==> config.mk <==
export PLATFORM = sky130hd
export DESIGN_NAME = mult_seq_ctrl
export DESIGN_NICKNAME = d
export VERILOG_FILES = /design/src/rtl/mult_seq_ctrl.sv
export SDC_FILE = /design/constraint.sdc
export NUM_CORES = 1
export LEC_CHECK = 0
export CORE_AREA = 2 2 39 41
export CTS_BUF_LIST = sky130_fd_sc_hd__clkbuf_8
export DETAILED_ROUTE_END_ITERATION = 10
export DIE_AREA = 0 0 41 43
export GPL_TIMING_DRIVEN = 0
export PLACE_DENSITY = 0.73
export SLEW_MARGIN = 15
export SYNTH_ARGS = -nofsm -noshare
export SYNTH_HDL_FRONTEND = slang
export SYNTH_SLANG_ARGS = --single-unit
==> constraint.sdc <==
create_clock -name C -period 3.6 [get_ports C]
set_input_delay 0.72 -clock C [delete_from_list [all_inputs] [get_ports C]]
set_output_delay 0.72 -clock C [all_outputs]
set_load 0.03 [all_outputs]
==> src/rtl/mult_seq_ctrl.sv <==
// Moore sequencer for a shift-add multiplier datapath: issues load/add/shift
// strobes, counts processed multiplier bits and reports busy/done.
module mult_seq_ctrl #(
  parameter int unsigned N  = 8,
  parameter int unsigned CW = 4
) (
  input  logic          C,
  input  logic          R,
  input  logic          start,
  input  logic          q0,
  input  logic          abort,
  output logic          ld,
  output logic          add,
  output logic          shf,
  output logic          busy,
  output logic          done,
  output logic [CW-1:0] cnt
);

  typedef enum logic [2:0] {
    IDLE  = 3'd0,
    LOAD  = 3'd1,
    TEST  = 3'd2,
    ADD   = 3'd3,
    SHIFT = 3'd4,
    DONE  = 3'd5
  } state_e;

  localparam logic [CW-1:0] LAST = CW'(N - 1);

  state_e        state_q, state_d;
  logic [CW-1:0] cnt_q, cnt_d;

  // An aborted operation leaves cnt untouched, including in LOAD and SHIFT.
  always_comb begin
    state_d = IDLE;
    cnt_d   = cnt_q;
    case (state_q)
      IDLE:  state_d = (start && !abort) ? LOAD : IDLE;
      LOAD: begin
        if (!abort) begin
          cnt_d   = '0;
          state_d = TEST;
        end
      end
      TEST:  if (!abort) state_d = q0 ? ADD : SHIFT;
      ADD:   if (!abort) state_d = SHIFT;
      SHIFT: begin
        if (!abort) begin
          cnt_d   = cnt_q + CW'(1);
          state_d = (cnt_q == LAST) ? DONE : TEST;
        end
      end
      DONE:    state_d = IDLE;
      default: state_d = IDLE;
    endcase
  end

  always_ff @(posedge C or posedge R) begin
    if (R) begin
      state_q <= IDLE;
      cnt_q   <= '0;
    end else begin
      state_q <= state_d;
      cnt_q   <= cnt_d;
    end
  end

  // Outputs depend on the state register alone; unused encodings decode to all-zero.
  always_comb begin
    ld   = 1'b0;
    add  = 1'b0;
    shf  = 1'b0;
    done = 1'b0;
    busy = 1'b0;
    case (state_q)
      LOAD:  begin ld   = 1'b1; busy = 1'b1; end
      TEST:  begin              busy = 1'b1; end
      ADD:   begin add  = 1'b1; busy = 1'b1; end
      SHIFT: begin shf  = 1'b1; busy = 1'b1; end
      DONE:  begin done = 1'b1; busy = 1'b1; end
      default: ;
    endcase
  end

  assign cnt = cnt_q;

endmodule

# Word level (Yosys, flattened, before mapping)
# Cells that the tools add are included.
[totals]
ff_bits = 7
inputBits = 5
[op_classes]
addsub = 1
n_eq_ne = 8
muxes = 16
reduce_logical = 6
[ops]
columns = ["op", "n"]
rows = [
  ["2-to-1 mux 3 bit", 5],
  ["one-hot mux 3 bit (5 select lines)", 1],
  ["2-to-1 mux 4 bit", 2],
  ["one-hot mux 4 bit (2 select lines)", 1],
  ["== test 3 x 2 -> 1 bit, second input constant", 2],
  ["== test 3 bit, second input constant", 2],
  ["2-to-1 mux 1 bit", 6],
  ["OR reduction 5 bit", 1],
  ["adder 4 x 1 -> 4 bit, second input constant", 1],
  ["== test 4 x 3 -> 1 bit, second input constant", 1],
  ["inequality test 2 bit, second input constant", 2],
  ["== test 3 x 1 -> 1 bit, second input constant", 1],
  ["zero test 3 bit", 1],
  ["AND reduction 3 bit", 1],
  ["2-to-1 mux 2 bit", 1],
  ["nonzero test 2 bit", 1],
  ["logical AND 1 bit", 1],
  ["zero test 1 bit", 1],
]

# Depth between registers and ports, before layout
# Gate-level depths: netlist of run 1.
[logic_depth]
word_depth = 4
ltp_mapped = 4

# Worst setup path before layout of run 1
# No wires, ideal clock.
[synth_path]
path_kind = "reg-to-output"
start = "register state_q[2]"
end = "output ld"
arrival_time_ps = 1336
slack_ps = 1544
path_stages_with_launch = 3
path_buffers = 1
path_cell_list = "dfrtp_1 -> buf_6 -> nor3b_1"
[synth_between]
elab_chain_cells = 2
[synth_rtl]
columns = ["item", "line", "rtl"]
rows = [
  ["start, declared", "31", "state_e state_q, state_d;"],
  ["start signal, assigned", "64", "state_q <= state_d;"],
  ["== test 3 x 1 -> 1 bit", "76", "case (state_q)"],
  ["2-to-1 mux 1 bit", "76", ""],
  ["end, declared", "12", "output logic ld,"],
]
# Every way passes these cells.

# Final worst setup path of run 1
# Same ends and word-level chain as after synthesis.

==> results of run 1 <==
[layout by cell type (no fill, tap or decap), drive strengths merged, types with 2 or more instances in the layout]
cell | synthesis | layout
a21oi | 2 | 2
buf | 4 | 4
o21ai | 2 | 2
mux2i | 2 | 2
nor2b | 3 | 3
nand3 | 2 | 2
o2bb2ai | 3 | 3
inv | 3 | 4
nand3b | 2 | 2
clkbuf | 0 | 3
clkdlybuf4s50 | 0 | 13
nor3 | 4 | 4
nor2 | 4 | 4
dfrtp | 7 | 7
nand2b | 2 | 2
nor3b | 2 | 2
[power by group]
group          internal (W)  leakage [nW]  switching (W)  total (W)
Clock             0.0000737        0.0269      0.0000346   0.000108
Sequential        0.0000881        0.0918      0.0000115  0.0000997
Combinational     0.0000426         0.157      0.0000485  0.0000911
[area by class of cell]
type / instances / area (um2)
buffer: 4 / 38.8
clock buffer: 3 / 41.3
clock inverter: 1 / 3.75
fill: 136 / 692
inverter: 3 / 11.3
multi-input combinational: 39 / 272
sequential: 7 / 175
tap: 16 / 20.0
timing repair buffer: 13 / 130
[kinds of logic after synthesis]
logic type / Yosys count / share of synthesized area, %
AOI/OAI and AO/OA: 13 / 18.4
and+or+nand+nor: 23 / 29.7
muxes: 2 / 4.03
DFF: 7 / 35.3
buffers and inverters: 7 / 10.1
adders and majority gates: 1 / 2.52
[worst max-delay path by stage]
stage / startpoint / end / depth (start not counted)
6_report: state_q[2]$_DFF_PP0_ / ld / 3
5_1_grt: state_q[2]$_DFF_PP0_ / ld / 3
3_3_place_gp: state_q[2]$_DFF_PP0_ / ld / 3
4_1_cts: state_q[2]$_DFF_PP0_ / ld / 3
2_1_floorplan: state_q[2]$_DFF_PP0_ / ld / 2
3_5_place_dp: state_q[2]$_DFF_PP0_ / ld / 3
[stage by stage]
stage | worst slack [ps] | utilization (%) | power (W)
2_1_floorplan | 1540 | - | 0.000158
3_3_place_gp | 1340 | 46.7 | 0.000190
3_5_place_dp | 1330 | 46.7 | 0.000192
4_1_cts | 1090 | 50.0 | 0.000303
5_1_grt | 1010 | 50.0 | 0.000316
6_report | 1080 | 50.0 | 0.000299
[routing by layer]
layer	routed length, um	GRT usage (%)
met5	0	0
met1	489	17.3
met3	60	9.42
met2	516	20.9
met4	13	6.00
[registers in the layout, indices dropped and copies added, names as in the netlist]
register  cells
cnt           4
state_q       3
==> results.json, run 1 <==
{
  "drtIter0Drc": 9,
  "critical_path_class": "flip-flop to output pin",
  "crit_family": "buffers and inverters",
  "vias": 449,
  "status": "finished, final reports clean",
  "synthCells": 53,
  "rr_endpoint": "state_q[2]$_DFF_PP0_",
  "cp.buffers_inverters": 2,
  "yosys-top-cells-count": "dfrtp_1 (7), nor2_1 (4)",
  "design_area_um2": 692,
  "tns_ps": 0,
  "cts_resized": 0,
  "port_buffers": 13,
  "worstPathRequired_ps": 2880,
  "cp-end-kind": "output pin",
  "ys_seq_elements": 7,
  "powerDensity_nw_per_um2": 432,
  "netlist_top_cells_area": "dfrtp_1 (35%), buf_6 (6.8%), o2bb2ai_1 (5.3%)",
  "yosys.area.top_type_share_pct": 35.3,
  "fin_crit_sh_pct": 69.9,
  "pin_count": 14,
  "initial_core_util_pct": 35.9,
  "vias_per_cell": 5.22,
  "hold_class": "flip-flop to flip-flop",
  "tightest_slew_ps": 311,
  "post_cts_buffers": 0,
  "synth.distinct_cells": 27,
  "drive_gt1_share_pct": 12.9,
  "routed_wl_mm": 1.08,
  "syn_nets": 59,
  "grt_max_degree": 11,
  "cts_buffers": 3,
  "root_buffer": "clkbuf_8",
  "nets": 77,
  "synthFlopType": "dfrtp_1",
  "crit_chain": "buf_6 > nor3b_1 > clkdlybuf4s50_1",
  "whs_path_depth": 1,
  "yosys.area.top_type": "dfrtp_1",
  "grt_pass1_vias": 406,
  "reg2reg_from": "cnt[0]$_DFFE_PP0P_",
  "ir_worst_vdd_v": 0.000275,
  "final_cells": 86,
  "num_antenna_cells": 0,
  "clk_latency_ps": 230,
  "die-area_um2": 1760,
  "synthToLayoutAreaGrowth_pct": 39.3,
  "fin_skew_ps": 5.96,
  "relSlewSlack_pct": 79.2,
  "r2r_slack_ps": 2200,
  "grt_antenna_before_repair": 0,
  "ys_seq_area_share_pct": 35.3,
  "h-tree-depth": 1,
  "cp_max_fo": 10,
  "track_usage_pct": 14.8,
  "crit_arrival_ps": 1800,
  "cpMaxStageDelayCell": "clkdlybuf4s50_1",
  "setup_viol": 0,
  "detail_route.wl_per_cell_um": 12.5,
  "min_from": "cnt[1]$_DFFE_PP0P_",
  "clock.fmax_mhz": 397,
  "rows": 14,
  "finalCriticalPeriod_ps": 2520,
  "ys_warn_count": 0,
  "place_area_um2": 647,
  "cts_tree": "done",
  "antenna_left": 0,
  "place_inst": 82,
  "max_stage_delay_ps": 730,
  "first_pass_iters": 4,
  "grt_pass1_wl_mm": 1.69,
  "hpwl_um": 778,
  "cts.sinks": 7,
  "path_clk_slew_ps": 40,
  "drcViolationCount": 0,
  "hold_ws_ps": 571,
  "reg2regPathDepth": 4,
  "grt_setup_unrepaired": "false",
  "syn_area_um2": 497,
  "ys_async_sr_fraction_pct": 100,
  "avgSynthCellArea_um2": 9.37,
  "clock_path_buffers": 2,
  "final_max_slew_viol_count": 0,
  "start_kind": "flip-flop",
  "grt_overflow": 0,
  "die-width_um": 41,
  "yosysMostFrequentCell": "dfrtp_1",
  "maxCapViolCount": 0,
  "core_um2": 1380,
  "min_to": "cnt[1]$_DFFE_PP0P_",
  "postCtsHoldBufs": 0,
  "die_y_um": 43,
  "place.gp.congestion": 0.803,
  "p_leak_nw": 0.275,
  "synth-edff-count": 0,
  "hold_viol": 0
}
No activity file was read; power rests on OpenSTA's default activity.
==> run 2: changes to the inputs <==
clock period = 2.5 ns   (was 3.6 ns; I/O delays follow)
==> results of run 2 <==
Same layout as run 1 (identical final DEF). Status: finished, final reports clean.
Among the figures that moved: setup slack after placement 1330 ps -> 453 ps; setup slack after layout 1080 ps -> 202 ps; hold slack 571 ps -> 496 ps; register-to-register setup slack 2200 ps -> 1100 ps; total power 0.000299 W -> 0.000431 W; worst IR drop on VDD 0.000275 V -> 0.000396 V
